`src/rtl/seg7_pkg.sv`:
```
// Shared 7-segment definitions used by both the display encoder and the scan decoder.
// Segment vectors are active-low, bit order [6]=a, [5]=b, [4]=c, [3]=d, [2]=e, [1]=f, [0]=g.
package seg7_pkg;

    localparam logic [6:0] GLYPH_0     = 7'b0000001;
    localparam logic [6:0] GLYPH_1     = 7'b1001111;
    localparam logic [6:0] GLYPH_2     = 7'b0010010;
    localparam logic [6:0] GLYPH_3     = 7'b0000110;
    localparam logic [6:0] GLYPH_4     = 7'b1001100;
    localparam logic [6:0] GLYPH_5     = 7'b0100100;
    localparam logic [6:0] GLYPH_6     = 7'b0100000;
    localparam logic [6:0] GLYPH_7     = 7'b0001111;
    localparam logic [6:0] GLYPH_8     = 7'b0000000;
    localparam logic [6:0] GLYPH_9     = 7'b0000100;
    localparam logic [6:0] GLYPH_A     = 7'b0001000;
    localparam logic [6:0] GLYPH_B     = 7'b1100000;
    localparam logic [6:0] GLYPH_C     = 7'b0110001;
    localparam logic [6:0] GLYPH_D     = 7'b1000010;
    localparam logic [6:0] GLYPH_E     = 7'b0110000;
    localparam logic [6:0] GLYPH_F     = 7'b0111000;
    localparam logic [6:0] GLYPH_BLANK = 7'b1111111;

    // Stability FSM: waiting for a one-hot select, counting a stable run, run already captured.
    typedef enum logic [1:0] {
        ST_WAIT   = 2'd0,
        ST_COUNT  = 2'd1,
        ST_LOCKED = 2'd2
    } scan_state_t;

endpackage

```
`src/rtl/seg7_glyph_decode.sv`:
```
// Combinational glyph decoder: active-low segment pattern -> hex nibble plus legality flags.
// The blank pattern is reported with is_blank=1 and legal=0; anything off-table is illegal.
module seg7_glyph_decode
    import seg7_pkg::*;
(
    input  logic [6:0] seg_n,
    output logic [3:0] nibble,
    output logic       legal,
    output logic       is_blank
);

    // Table lookup of the received pattern against the shared glyph set
    always_comb begin
        nibble   = 4'h0;
        legal    = 1'b1;
        is_blank = 1'b0;
        case (seg_n)
            GLYPH_0:     nibble = 4'h0;
            GLYPH_1:     nibble = 4'h1;
            GLYPH_2:     nibble = 4'h2;
            GLYPH_3:     nibble = 4'h3;
            GLYPH_4:     nibble = 4'h4;
            GLYPH_5:     nibble = 4'h5;
            GLYPH_6:     nibble = 4'h6;
            GLYPH_7:     nibble = 4'h7;
            GLYPH_8:     nibble = 4'h8;
            GLYPH_9:     nibble = 4'h9;
            GLYPH_A:     nibble = 4'hA;
            GLYPH_B:     nibble = 4'hB;
            GLYPH_C:     nibble = 4'hC;
            GLYPH_D:     nibble = 4'hD;
            GLYPH_E:     nibble = 4'hE;
            GLYPH_F:     nibble = 4'hF;
            GLYPH_BLANK: begin
                legal    = 1'b0;
                is_blank = 1'b1;
            end
            default:     legal = 1'b0;
        endcase
    end

endmodule

```
`src/rtl/seg7_scan_decoder.sv`:
```
// Receive side of a multiplexed 7-segment bus. A (segments, digit select) pair must be
// held for STABLE_CYCLES consecutive cycles before it is captured, which rejects scan
// transitions and ghosting. Captured digits assemble into an NDIG-digit frame.
module seg7_scan_decoder
    import seg7_pkg::*;
#(
    parameter  int NDIG          = 8,
    parameter  int STABLE_CYCLES = 4,
    localparam int CNT_W         = $clog2(STABLE_CYCLES + 1)
) (
    input  logic              clk,
    input  logic              rst,
    input  logic              clear,
    input  logic [6:0]        seg_n,
    input  logic [NDIG-1:0]   dig_en,
    output logic [4*NDIG-1:0] value,
    output logic [NDIG-1:0]   digit_ok,
    output logic [NDIG-1:0]   blank,
    output logic              frame_valid,
    output logic              glyph_err
);

    scan_state_t       state_r;
    logic [CNT_W-1:0]  cnt_r;
    logic [6:0]        prev_seg_r;
    logic [NDIG-1:0]   prev_dig_r;
    logic [4*NDIG-1:0] value_r;
    logic [NDIG-1:0]   ok_r;
    logic [NDIG-1:0]   blank_r;
    logic [NDIG-1:0]   seen_r;
    logic              frame_valid_r;
    logic              glyph_err_r;

    logic [NDIG-1:0]   dig_m1_s;
    logic              onehot_s;
    logic              same_s;
    logic              capture_s;
    logic [NDIG-1:0]   new_seen_s;
    logic [3:0]        nibble_s;
    logic              legal_s;
    logic              is_blank_s;

    seg7_glyph_decode u_decode (
        .seg_n    (seg_n),
        .nibble   (nibble_s),
        .legal    (legal_s),
        .is_blank (is_blank_s)
    );

    // One-hot test, run stability and the capture strobe for the current cycle
    always_comb begin
        dig_m1_s   = dig_en - NDIG'(1);
        onehot_s   = (dig_en != {NDIG{1'b0}}) && ((dig_en & dig_m1_s) == {NDIG{1'b0}});
        same_s     = (seg_n == prev_seg_r) && (dig_en == prev_dig_r);
        new_seen_s = seen_r | dig_en;
        if ((state_r == ST_COUNT) && onehot_s && same_s &&
            (cnt_r == CNT_W'(STABLE_CYCLES - 1))) begin
            capture_s = 1'b1;
        end else begin
            capture_s = 1'b0;
        end
    end

    // Input history and stability FSM; a capture locks until the pair changes
    always_ff @(posedge clk) begin
        if (rst) begin
            state_r    <= ST_WAIT;
            cnt_r      <= {CNT_W{1'b0}};
            prev_seg_r <= 7'h00;
            prev_dig_r <= {NDIG{1'b0}};
        end else begin
            prev_seg_r <= seg_n;
            prev_dig_r <= dig_en;
            if (clear) begin
                state_r <= ST_WAIT;
                cnt_r   <= {CNT_W{1'b0}};
            end else begin
                case (state_r)
                    ST_WAIT: begin
                        if (onehot_s) begin
                            state_r <= ST_COUNT;
                            cnt_r   <= CNT_W'(1);
                        end else begin
                            cnt_r   <= {CNT_W{1'b0}};
                        end
                    end
                    ST_COUNT: begin
                        if (!onehot_s) begin
                            state_r <= ST_WAIT;
                            cnt_r   <= {CNT_W{1'b0}};
                        end else if (!same_s) begin
                            cnt_r   <= CNT_W'(1);
                        end else if (capture_s) begin
                            state_r <= ST_LOCKED;
                            cnt_r   <= CNT_W'(STABLE_CYCLES);
                        end else begin
                            cnt_r   <= cnt_r + CNT_W'(1);
                        end
                    end
                    ST_LOCKED: begin
                        if (!onehot_s) begin
                            state_r <= ST_WAIT;
                            cnt_r   <= {CNT_W{1'b0}};
                        end else if (!same_s) begin
                            state_r <= ST_COUNT;
                            cnt_r   <= CNT_W'(1);
                        end else begin
                            state_r <= ST_LOCKED;
                        end
                    end
                    default: begin
                        state_r <= ST_WAIT;
                        cnt_r   <= {CNT_W{1'b0}};
                    end
                endcase
            end
        end
    end

    // Per-digit capture registers, seen mask and single-cycle frame/error pulses
    always_ff @(posedge clk) begin
        if (rst) begin
            value_r       <= {(4*NDIG){1'b0}};
            ok_r          <= {NDIG{1'b0}};
            blank_r       <= {NDIG{1'b0}};
            seen_r        <= {NDIG{1'b0}};
            frame_valid_r <= 1'b0;
            glyph_err_r   <= 1'b0;
        end else if (clear) begin
            seen_r        <= {NDIG{1'b0}};
            frame_valid_r <= 1'b0;
            glyph_err_r   <= 1'b0;
        end else if (capture_s) begin
            for (int k = 0; k < NDIG; k++) begin
                if (dig_en[k]) begin
                    value_r[4*k +: 4] <= legal_s ? nibble_s : 4'h0;
                    ok_r[k]           <= legal_s;
                    blank_r[k]        <= is_blank_s;
                end
            end
            glyph_err_r <= !legal_s && !is_blank_s;
            if (new_seen_s == {NDIG{1'b1}}) begin
                frame_valid_r <= 1'b1;
                seen_r        <= {NDIG{1'b0}};
            end else begin
                frame_valid_r <= 1'b0;
                seen_r        <= new_seen_s;
            end
        end else begin
            frame_valid_r <= 1'b0;
            glyph_err_r   <= 1'b0;
        end
    end

    assign value       = value_r;
    assign digit_ok    = ok_r;
    assign blank       = blank_r;
    assign frame_valid = frame_valid_r;
    assign glyph_err   = glyph_err_r;

endmodule

```
`config.mk`:
```
export PLATFORM = sky130hd
export DESIGN_NAME = seg7_scan_decoder
export DESIGN_NICKNAME = d
export VERILOG_FILES = /design/src/rtl/seg7_pkg.sv /design/src/rtl/seg7_glyph_decode.sv /design/src/rtl/seg7_scan_decoder.sv
export SDC_FILE = /design/constraint.sdc
export NUM_CORES = 1
export LEC_CHECK = 0
export ABC_AREA = 1
export BUFFER_PORTS_ARGS = -buffer_cell sky130_fd_sc_hd__buf_2
export CAP_MARGIN = 25
export CORE_MARGIN = 1.5
export CORE_UTILIZATION = 50
export DETAILED_ROUTE_END_ITERATION = 8
export HOLD_SLACK_MARGIN = 0.06
export PLACE_DENSITY = 0.74
export SYNTH_ARGS = -nofsm -noshare
export SYNTH_HDL_FRONTEND = slang
export SYNTH_SLANG_ARGS = --single-unit
```
`constraint.sdc`:
```
create_clock -name clk -period 1.6 [get_ports clk]
set_input_delay 0.08 -clock clk [delete_from_list [all_inputs] [get_ports clk]]
set_output_delay 0.08 -clock clk [all_outputs]
set_load 0.01 [all_outputs]
```
Yosys cells after proc, flatten, opt, wreduce, memory -nomap -nowiden
Cells that the tools add are included.
W data, S select, Z words.
{"block": "word_totals", "out_inout_bits": 50, "input_bits": 18, "regBits": 78}
{"block": "op_classes", "bitwise_logic": 4, "add_sub_neg": 2, "n_eq_ne": 26, "n_reduce_logical": 24, "mux": 21}
{"cell": "$pmux W4 S15", "n": 1}
{"cell": "$eq A7 B6 Y1 const B", "n": 5}
{"cell": "$eq A7 B7 Y1 const B", "n": 5}
{"cell": "$reduce_and A3 Y1", "n": 9}
{"cell": "$reduce_or A16 Y1", "n": 1}
{"cell": "$mux W3", "n": 5}
{"cell": "$eq A7 B3 Y1 const B", "n": 2}
{"cell": "$eq A7 B4 Y1 const B", "n": 2}
{"cell": "$mux W2", "n": 6}
{"cell": "$ne A3 B3 Y1 const B", "n": 3}
{"cell": "$pmux W3 S3", "n": 1}
{"cell": "$and A8 B8 Y8", "n": 1}
{"cell": "$eq A8 B8 Y1", "n": 1}
{"cell": "$eq A8 B8 Y1 const B", "n": 1}
{"cell": "$logic_not A8 Y1", "n": 1}
{"cell": "$mux W8", "n": 1}
{"cell": "$or A8 B8 Y8", "n": 1}
{"cell": "$reduce_bool A8 Y1", "n": 1}
{"cell": "$sub A8 B1 Y8 const B", "n": 1}
{"cell": "$eq A7 B1 Y1 const B", "n": 1}
{"cell": "$eq A7 B5 Y1 const B", "n": 1}
{"cell": "$eq A7 B7 Y1", "n": 1}
{"cell": "$logic_not A7 Y1", "n": 1}
{"cell": "$logic_and A1 B1 Y1", "n": 6}
{"cell": "other kinds (13)", "n": 19}

Longest topological paths before layout
Gate-level depths: netlist of run 1.
{"block": "logic_depth", "ltp_word": 12, "mapped_depth": 15, "mapped_depth_nobuf": 13}

Hierarchy
From an unflattened synthesis of run 1, not the netlist that was laid out.
{"block": "hier_totals", "cells_unflattened": 533, "hier_area_um2": 3629.7}
{"mod": "seg7_scan_decoder", "cells_each": 460, "area_per_inst_um2": 3310.7, "n_inst": 1}
{"mod": "seg7_glyph_decode", "cells_each": 73, "area_per_inst_um2": 319.1, "n_inst": 1}

Worst setup path after synthesis of run 1
OpenSTA, ideal clock, no wires.
{"block": "synth_timing", "kind": "reg2reg", "start": "register prev_seg_r[1]", "end": "register value_r[28], in the netlist value[28]", "arrival_time_ns": 1.463, "stages_incl_launch_ff": 14, "setup_time_ns": 0.114, "slack_ns": 0.023, "t_required_ns": 1.486, "cell_sequence": "dfxtp_1 > inv_1 > nand2_1 > nand2_1 > nor2_1 > nand2_1 > nor2_2 > nand3_2 > nor2_4 > buf_6 > nand3_4 > buf_6 > nor2_1 > nor2_1"}
{"block": "synth_between", "elab_chain_len": 6}
{"item": "start: declaration", "line": "seg7_scan_decoder.sv:25", "rtl": "logic [6:0] prev_seg_r;"}
{"item": "start signal: assignment", "line": "seg7_scan_decoder.sv:72", "rtl": "prev_seg_r <= seg_n;"}
{"item": "$eq A7 B7 Y1", "line": "seg7_scan_decoder.sv:54", "rtl": "same_s = (seg_n == prev_seg_r) && (dig_en == prev_dig_r);"}
{"item": "$logic_and A1 B1 Y1", "line": "seg7_scan_decoder.sv:54"}
{"item": "$logic_and A1 B1 Y1 (2 in series)", "line": "seg7_scan_decoder.sv:56", "rtl": "if ((state_r == ST_COUNT) && onehot_s && same_s &&"}
{"item": "$mux W1", "line": "seg7_scan_decoder.sv:56"}
{"item": "$reduce_and A3 Y1 (no line)"}
{"item": "end signal: assignment", "line": "seg7_scan_decoder.sv:123", "rtl": "value_r <= {(4*NDIG){1'b0}};"}
{"item": "end signal: indexed assignment", "line": "seg7_scan_decoder.sv:136", "rtl": "value_r[4*k +: 4] <= legal_s ? nibble_s : 4'h0;"}
{"item": "end: declaration", "line": "seg7_scan_decoder.sv:27", "rtl": "logic [4*NDIG-1:0] value_r;"}
No other way between the ends.
A chain may end at the register's enable or synchronous reset.

Worst setup path in the final report of run 1
{"block": "layout_timing", "start": "register prev_seg_r[2]", "end": "register blank_r[4], in the netlist blank[4]"}
{"block": "layout_between", "elab_chain_len": 6}
{"item": "$eq A7 B7 Y1", "line": "seg7_scan_decoder.sv:54"}
{"item": "$logic_and A1 B1 Y1", "line": "seg7_scan_decoder.sv:54"}
{"item": "$logic_and A1 B1 Y1 (2 in series)", "line": "seg7_scan_decoder.sv:56"}
{"item": "$mux W1", "line": "seg7_scan_decoder.sv:56"}
{"item": "$reduce_and A3 Y1 (no line)"}
{"item": "end signal: assignment", "line": "seg7_scan_decoder.sv:125", "rtl": "blank_r <= {NDIG{1'b0}};"}
{"item": "end signal: indexed assignment", "line": "seg7_scan_decoder.sv:138", "rtl": "blank_r[k] <= is_blank_s;"}
{"item": "end: declaration", "line": "seg7_scan_decoder.sv:29", "rtl": "logic [NDIG-1:0] blank_r;"}
No other way between the ends.

==> flow_summary.json, run 1 <==
{
  "path_buf_inv": 2,
  "coreArea_um2": 7253,
  "path_clk_slew_ns": 0.08,
  "worst_ep_required_time_ns": 1.87,
  "nets": 746,
  "dr.pass1.iters": 4,
  "ir_worst_vdd_mv": 0.4667,
  "grt_setup_unrepaired": "true",
  "max_cap_violations": 0,
  "combPwrFrac": 0.093,
  "path_max_fanout": 12,
  "dieArea_um2": 8031,
  "violations": "negative setup slack",
  "slew_viol_final": 0,
  "io_pins": 68,
  "fmax_ghz": 0.5723,
  "wirelength_um": 9603,
  "timing.final.ws_setup_ns": -0.1473,
  "dpl.hpwl_um": 6541,
  "die_h_um": 89.62,
  "cpLargestDelayFamily": "simple AND/OR/NAND/NOR gates",
  "r2r_slack_ns": -0.15,
  "synthArstFlopShare": 0,
  "finalSetupViolCount": 60,
  "final_area_um2": 4979,
  "endpoint_kind": "flip-flop",
  "synth-seq-cells": 78,
  "seq_area_frac_synth": 0.4163,
  "drtIter0Drc": 122,
  "dp_cells": 804,
  "vias_per_cell": 4.648,
  "hold_class": "in -> reg",
  "area_growth_pct": 32.72,
  "crit_chain": "inv_1 -> nand2_1 -> nand2_1 -> nor2_2 -> nand2_1 -> nor2_4 -> nand3_4 -> nor2_4 -> nand3_1 -> buf_6 -> nand2_1 -> nand2_1 -> nor2_1",
  "htreeDepth": 3,
  "grt_pass1_vias": 3423,
  "reg2reg_depth": 13,
  "vias": 3858,
  "cts-buffers-inserted": 9,
  "worst_pin_slew_ns": 0.5345,
  "arrival_ns": 2.02,
  "slowest_delay_ns": 0.33,
  "status": "complete, but fails checks",
  "worstSetupPathType": "reg -> reg",
  "holdCritStartpoint": "seg_n[2]",
  "min_period_over_period": 1.092,
  "yosys_warnings": 0,
  "startpoint_type": "flip-flop",
  "timing.hold.ws_ns": 0.07433,
  "slowest_stage": "dfxtp_1",
  "critPathMostFrequentCell": "nand2_1",
  "final_antenna_net_count": 0,
  "wl_per_cell_um": 11.57,
  "min_path_cells": 4,
  "final_util": 0.6864,
  "rows": 31,
  "seqPwrFrac": 0.519,
  "cts_tree": "built",
  "synth_fp_nets": 622,
  "fin_tns_setup_ns": -4.678,
  "clkPwrFrac": 0.388,
  "grt_overflow_total": 0,
  "r2r-end": "blank[4]",
  "routabilityCongestion": 0.9185,
  "placed_area_um2": 4526,
  "syn_area_per_cell_um2": 6.231,
  "io_buffers": 67,
  "rr_startpoint": "prev_seg_r[2]",
  "p_switching_w": 0.0009390,
  "die_w_um": 89.62,
  "switching_share": 0.2470,
  "fin_skew_ns": 0.009238,
  "grt_pass1_wl_um": 15020,
  "grt_max_degree": 49,
  "netlist_instances": 602,
  "synth_area_um2": 3751,
  "cell_internal_pwr_w": 0.002863,
  "power_density_nw_per_um2": 763.6,
  "drc": 0,
  "start_util": 0.5172,
  "diodes": 0,
  "slew_headroom": 0.6423,
  "clk_latency_ns": 0.34,
  "track_usage": 0.2424,
  "final_cells": 830,
  "cts.sinks": 78,
  "whs_endpoint": "prev_seg_r[2]",
  "root_buffer": "clkbuf_8",
  "leakagePower_nw": 2.859,
  "synth_cell_types": 30,
  "synth_edf_count": 0,
  "synth_top_flop_cell": "dfxtp_1",
  "min_period_ns": 1.747,
  "hold_viol": 0,
  "antenna_found_initial": 0,
  "clk_path_buf_depth": 2,
  "drive_above_1_share": 0.2654
}
[cell usage after synthesis (2+ instances only)]
| library cell | n | share of area |
|---|---|---|
| nand2_1 | 188 | 0.19 |
| nor2_1 | 151 | 0.15 |
| inv_1 | 87 | 0.087 |
| dfxtp_1 | 78 | 0.42 |
| nand3_1 | 20 | 0.027 |
| a21oi_1 | 14 | 0.019 |
| nor3_1 | 10 | 0.013 |
| buf_2 | 9 | 0.012 |
| inv_2 | 7 | 0.0070 |
| nor2_2 | 5 | 0.0083 |
| nand4_1 | 4 | 0.0067 |
| clkbuf_1 | 3 | 0.0030 |
| clkbuf_8 | 3 | 0.011 |
| clkinv_1 | 3 | 0.0030 |
| buf_6 | 2 | 0.0060 |
| ha_1 | 2 | 0.0067 |
| o21ai_0 | 2 | 0.0027 |
| o22ai_1 | 2 | 0.0033 |
[power groups by stage]
stage | clock [W] | sequential [W] | combinational, W
2_1_floorplan | 0 | 0.00201 | 0.000168
3_3_place_gp | 0 | 0.00201 | 0.000324
3_5_place_dp | 0 | 0.00201 | 0.000328
6_report | 0.00148 | 0.00197 | 0.000353
4_1_cts | 0.00151 | 0.00197 | 0.000342
5_1_grt | 0.00158 | 0.00197 | 0.000390
[registers in the layout (all words and copies together), names as in the netlist]
| signal | flops |
|---|---|
| cnt_r | 3 |
| value | 32 |
| prev_dig_r | 8 |
| blank | 8 |
| seen_r | 8 |
| glyph_err | 1 |
| prev_seg_r | 7 |
| frame_valid | 1 |
| digit_ok | 8 |
| state_r | 2 |
[how the worst max path moves through the flow]
stage	startpoint	endpoint	slack, ns	cells after the start
finish	prev_seg_r[2]	blank[4]	-0.15	13
global route	prev_dig_r[0]	value[22]	-0.29	13
CTS	prev_seg_r[3]	blank[4]	-0.09	13
detailed placement	prev_seg_r[1]	value[28]	-0.23	13
global placement	prev_seg_r[1]	blank[7]	-0.12	12
floorplan	prev_seg_r[1]	value[28]	0.02	13
[kinds of logic after synthesis]
kind of cell | share of synthesized area
adder cells (fa/ha/maj) | 0.006670
buffers and inverters | 0.1311
AND/OR/NAND/NOR | 0.4113
XOR/XNOR | 0.002335
AO/OA/AOI/OAI | 0.03236
flip-flops | 0.4163
[layout by cell type (no fill, tap or decap), types with 7 or more instances in the layout]
master and count:
nor3_1 10, buf_4 46, nand2_1 178, buf_2 67, nand3_1 19, inv_2 11, nor2_2 7, nor2_1 146
a21oi_1 12, clkbuf_8 10, nand2_2 7, dfxtp_2 9, buf_6 11, inv_1 83, dfxtp_1 69
[layer usage]
layer,GRT usage,vias to the layer above,share of wire,routed length [um]
met3,0.04296,8,0.042,404
li1,-,2040,-,-
met5,0,-,0,0
met2,0.4050,75,0.47,4519
met4,0.08531,0,0.012,116
met1,0.3155,1735,0.48,4563
[stage by stage]
| stage | power [W] | setup slack [ns] |
|---|---|---|
| 6_report | 0.003802 | -0.1473 |
| 2_1_floorplan | 0.002181 | 0.02338 |
| 3_3_place_gp | 0.002337 | -0.1234 |
| 4_1_cts | 0.003824 | -0.09245 |
| 3_5_place_dp | 0.002342 | -0.2259 |
| 5_1_grt | 0.003947 | -0.2860 |
[worst register-to-register path, delay by kind of cell (launching register included)]
kind	cells	cell delay, ns
buffers and inverters	2	0.21
flip-flops	1	0.33
AND/OR/NAND/NOR	11	1.15
[area by class of cell]
cell class / instances / area (um2)
Clock inverter: 6 / 58.81
Timing Repair Buffer: 129 / 884.6
Multi-Input combinational cell: 411 / 1837
Sequential cell: 78 / 1573
Fill cell: 652 / 2275
Tap cell: 99 / 123.9
Inverter: 97 / 364.1
Clock buffer: 10 / 137.6
[what timing repair did]
action	in CTS	in global routing
hold buffers	2	0
gates resized for setup	20	35
setup endpoints to repair	57	63
hold endpoints to repair	2	0
setup buffers	4	2
gates cloned	2	0
pin swaps	8	9
Note: power is estimated with default switching activity, not from simulation.
==> run 2: changes to the inputs <==
PLACE_DENSITY = 0.76   (was 0.74)
==> run 2 against run 1 <==
Against the previous run: the flow still finishes with violations (negative setup slack); register-to-register slack got worse by 0.03 ns; die area unchanged; clock power up 5%; largest power group unchanged; highest routed layer unchanged.
==> flow_summary.json, run 2 (synthesis gave the netlist of run 1 again) <==
{
  "slew_headroom": 0.6653,
  "grt_setup_unrepaired": "true",
  "leakagePower_nw": 2.878,
  "worst_pin_slew_ns": 0.5016,
  "finalSetupViolCount": 57,
  "cts-buffers-inserted": 9,
  "die_h_um": 89.62,
  "placed_area_um2": 4548,
  "grt_pass1_wl_um": 15900,
  "cts.sinks": 78,
  "timing.final.ws_setup_ns": -0.1723,
  "final_common_cell": "nand2_1",
  "min_path_cells": 4,
  "power_density_nw_per_um2": 766.9,
  "arrival_ns": 2.07,
  "endpoint_kind": "flip-flop",
  "htreeDepth": 3,
  "ir_worst_vdd_mv": 0.5061,
  "grt_pass1_vias": 3683,
  "clk_latency_ns": 0.36,
  "die_w_um": 89.62,
  "status": "complete, but fails checks",
  "max_cap_violations": 0,
  "antenna_found_initial": 0,
  "dp_cells": 807,
  "nets": 756,
  "fin_tns_setup_ns": -7.351,
  "final_area_um2": 5095,
  "rows": 31,
  "track_usage": 0.2580,
  "hold_viol": 0,
  "dieArea_um2": 8031,
  "io_buffers": 67,
  "clk_path_buf_depth": 2,
  "reg2reg_depth": 11,
  "diodes": 0,
  "area_growth_pct": 35.82,
  "final_antenna_net_count": 0,
  "dr.pass1.iters": 4,
  "power.total_w": 0.003907,
  "drive_above_1_share": 0.2874,
  "final_cells": 840,
  "seq_area_um2": 1574,
  "routabilityCongestion": 0.9078,
  "fin_skew_ns": 0.009188,
  "path_clk_slew_ns": 0.08,
  "fmax_ghz": 0.5642,
  "largest_reg_flops": 32,
  "drc": 0,
  "io_pins": 68,
  "vias": 4002,
  "vias_per_cell": 4.764,
  "layout_common_cells": "nand2_1, nor2_1, inv_1",
  "slew_viol_final": 0,
  "wirelength_um": 9911,
  "drtIter0Drc": 130,
  "start_util": 0.5172,
  "grt_overflow_total": 0,
  "fillers": 639,
  "worst_ep_required_time_ns": 1.89,
  "hold_class": "in -> reg",
  "dpl.hpwl_um": 6783,
  "cts_tree": "built",
  "multiInputGateArea_um2": 1859,
  "wl_per_cell_um": 11.80,
  "worstSetupPathType": "reg -> reg",
  "violations": "negative setup slack",
  "startpoint_type": "flip-flop",
  "grt_max_degree": 49,
  "min_period_ns": 1.772,
  "root_buffer": "clkbuf_8",
  "path_max_fanout": 6,
  "min_period_over_period": 1.108,
  "dp_slack_ns": -0.2437,
  "coreArea_um2": 7253
}
run 2: cell count changes in the layout (fill, tap and decap cells not counted), moves of 2 or more:
cell / previous run / this run
nand3_1: 19 / 14
nor2_1: 146 / 142
nand2_2: 7 / 15
dlygate4sd3_1: 2 / 8
nor2_2: 7 / 12
buf_6: 11 / 9
nand3_2: 0 / 6
clkinv_4: 0 / 2
nand2_1: 178 / 171
clkinv_2: 4 / 0
buf_4: 46 / 52
run 2: power by group:
group,internal (W),switching (W),total [W]
logic,0.000156,0.000223,0.000379
registers,0.00196,0.0000103,0.00197
clock network,0.000781,0.000775,0.00156
run 2: critical path, stage by stage, from the launching register on:
cell and delay, ns:
dfxtp_1 0.31, xnor2_1 0.19, nand3_1 0.16, nor2_4 0.18
nand3_4 0.11, buf_4 0.16, nor2_4 0.12, nand3_2 0.11
buf_6 0.16, nand2_1 0.05, nand2_1 0.05, nor2_1 0.11
run 2: layout make-up:
type / instances / share of cell area
multi-input combinational: 411 / 0.3649
sequential: 78 / 0.3089
timing repair buffer: 139 / 0.1898
inverter: 97 / 0.07146
clock buffer: 11 / 0.02775
tap: 99 / 0.02431
clock inverter: 5 / 0.01277
run 2: worst paths after layout:
| kind | startpoint | to | slack (ns) |
|---|---|---|---|
| worst max-delay path | prev_dig_r[5] | digit_ok[4] | -0.17 |
| worst min-delay path | seg_n[2] | prev_seg_r[2] | 0.07 |
| worst max register to register | prev_dig_r[5] | digit_ok[4] | -0.17 |
| worst min register to register | cnt_r[1] | cnt_r[1] | 0.47 |
run 2: what timing repair did:
item | 4_1_cts | 5_1_grt
resized for setup | 16 | 50
cloned | 2 | 1
hold endpoints to repair | 8 | 0
hold buffers | 8 | 0
pin swaps | 7 | 22
buffers inserted | 2 | 4
endpoints found under the setup margin | 57 | 62
run 2: layer usage:
metal  share of wire  GRT usage  vias up  wire length [um]
li1                -          -     2054                 -
met1            0.44     0.3132     1832              4341
met2            0.49     0.4464       98              4836
met3           0.057    0.05119       18               566
met4           0.017     0.1063        0               167
met5               0          0        -                 0
run 2: per-stage QoR:
stage / util / hold slack, ns
after floorplan: - / 0.1975
after global placement: 0.6270 / 0.3576
after detailed placement: 0.6270 / 0.3628
after CTS: 0.6788 / 0.06100
after global routing: 0.7024 / 0.07263
final: 0.7024 / 0.06887
==> run 3: changes to the inputs <==
CORE_ASPECT_RATIO = 0.9   (was unset)
==> run 3 against run 2 <==
Against the previous run: power rose by 4.1%; the run still ends with negative setup slack left; clock power rose by 12%; highest routed layer unchanged; final area shrank 2.2%; first-iteration DRC count up 35%; non-clock buffer count fell by 17; wire length down 0.58%.
==> flow_summary.json, run 3 (synthesis gave the netlist of run 1 again) <==
{
  "endpoint_kind": "flip-flop",
  "path_clk_slew_ns": 0.08,
  "combPwrFrac": 0.085,
  "rr_startpoint": "prev_dig_r[7]",
  "path_max_fanout": 5,
  "dpl.hpwl_um": 6512,
  "grt_setup_unrepaired": "true",
  "leakagePower_nw": 2.802,
  "final_antenna_net_count": 0,
  "largest_reg_flops": 32,
  "crit_chain": "inv_1 -> nand2_1 -> nand2_1 -> nor2_2 -> nand2_1 -> nor2_4 -> nand3_4 -> nor2_4 -> buf_4 -> buf_6 -> nand2_4 -> buf_4 -> nor2_1",
  "fin_skew_ns": 0.007736,
  "power.total_w": 0.004069,
  "cts-buffers-inserted": 9,
  "track_usage": 0.2476,
  "timing.final.ws_setup_ns": -0.1862,
  "r2r_slack_ns": -0.19,
  "dr.pass1.iters": 5,
  "max_cap_violations": 0,
  "slew_headroom": 0.6166,
  "grt_pass1_wl_um": 15480,
  "wirelength_um": 9854,
  "dieArea_um2": 8032,
  "io_pins": 68,
  "min_period_over_period": 1.116,
  "r2r-end": "frame_valid",
  "die_h_um": 85.17,
  "clk_path_buf_depth": 2,
  "area_growth_pct": 32.82,
  "reg2reg_depth": 13,
  "seqPwrFrac": 0.485,
  "antenna_found_initial": 0,
  "ir_worst_vdd_mv": 0.5522,
  "cts_tree": "built",
  "dp_cells": 779,
  "io_buffers": 67,
  "slowest_stage": "dfxtp_2",
  "hold_viol": 0,
  "vias_per_cell": 4.837,
  "critPathMostFrequentCell": "nand2_1",
  "cts.sinks": 78,
  "whs_endpoint": "prev_seg_r[5]",
  "final_cells": 817,
  "worst_pin_slew_ns": 0.5707,
  "cell_internal_pwr_w": 0.003140,
  "drive_above_1_share": 0.2390,
  "violations": "negative setup slack",
  "vias": 3952,
  "min_path_cells": 4,
  "startpoint_type": "flip-flop",
  "holdCritStartpoint": "seg_n[5]",
  "hold_class": "in -> reg",
  "clk_latency_ns": 0.35,
  "switching_share": 0.2283,
  "fillers": 587,
  "final_common_cell": "nand2_1",
  "min_period_ns": 1.786,
  "worst_ep_required_time_ns": 1.88,
  "diodes": 0,
  "nets": 739,
  "routabilityCongestion": 0.9322,
  "gr-usage-met3": 0.06900,
  "status": "complete, but fails checks",
  "die_w_um": 94.30,
  "htreeDepth": 3,
  "power_density_nw_per_um2": 816.7,
  "gr-usage-met1": 0.3075,
  "fmax_ghz": 0.5598,
  "coreArea_um2": 7148,
  "slowest_delay_ns": 0.35,
  "finalSetupViolCount": 60,
  "grt_pass1_vias": 3447,
  "worstSetupPathType": "reg -> reg",
  "grt_overflow_total": 0,
  "drc": 0,
  "grt_use_met2": 0.4101,
  "timing.hold.ws_ns": 0.1086,
  "drtIter0Drc": 175,
  "arrival_ns": 2.06,
  "grt-busiest-layer": "met2",
  "clkPwrFrac": 0.431,
  "grt_max_degree": 49,
  "start_util": 0.5248,
  "layout_common_cells": "nand2_1, nor2_1, inv_1",
  "wl_per_cell_um": 12.06,
  "dp_slack_ns": -0.1916,
  "root_buffer": "clkbuf_8",
  "rows": 29,
  "slew_viol_final": 0,
  "p_switching_w": 0.0009290
}
[run 3: how the worst max path moves through the flow]
stage / start / endpoint / slack (ns) / depth (start not counted)
global placement: prev_seg_r[1] / value[5] / -0.12 / 13
floorplan: prev_seg_r[1] / value[28] / 0.02 / 13
detailed placement: prev_seg_r[1] / blank[2] / -0.19 / 13
finish: prev_dig_r[7] / frame_valid / -0.19 / 13
global route: prev_seg_r[1] / value[30] / -0.34 / 13
CTS: prev_seg_r[1] / blank[5] / -0.10 / 13
[run 3: final cells by class]
class	count	area, um2	share of cell area
clock buffer	11	131.4	0.02637
tap	93	116.4	0.02336
timing repair buffer	122	864.6	0.1735
multi-input combinational	411	1831	0.3674
inverter	97	364.1	0.07308
clock inverter	5	107.6	0.02160
sequential	78	1568	0.3147
[run 3: power groups by stage]
stage	Combinational [W]	Sequential [W]	Clock (W)
finish	0.000344	0.00197	0.00175
global route	0.000377	0.00197	0.00188
CTS	0.000330	0.00197	0.00178
detailed placement	0.000301	0.00202	0
global placement	0.000296	0.00201	0
floorplan	0.000168	0.00201	0
[run 3: worst max-delay path, delay by kind of cell (launching register included)]
family | cells | cell delay (ns)
simple gates | 9 | 0.93
buf+inv | 4 | 0.44
flops | 1 | 0.35
[run 3: routing by layer]
metal	vias to the layer above	part of all wire
li1	2027	-
met1	1757	0.42
met2	138	0.49
met3	30	0.055
met4	0	0.029
met5	-	0
[run 3: timing repair]
item,CTS,global route
buffers inserted,2,3
hold buffers,13,0
setup endpoints to repair,56,63
resized for setup,14,36
pin swaps,5,6
cloned,3,1
endpoints found under the hold margin,13,0
[run 3: metrics by stage]
step / setup TNS, ns / cell area (um2) / utilization
finish: -6.107 / 4982 / 0.6970
global route: -14.02 / 4982 / 0.6970
CTS: -4.094 / 4833 / 0.6762
detailed placement: -6.661 / 4388 / 0.6139
global placement: -3.223 / 4388 / 0.6139
floorplan: 0 / 3751 / -
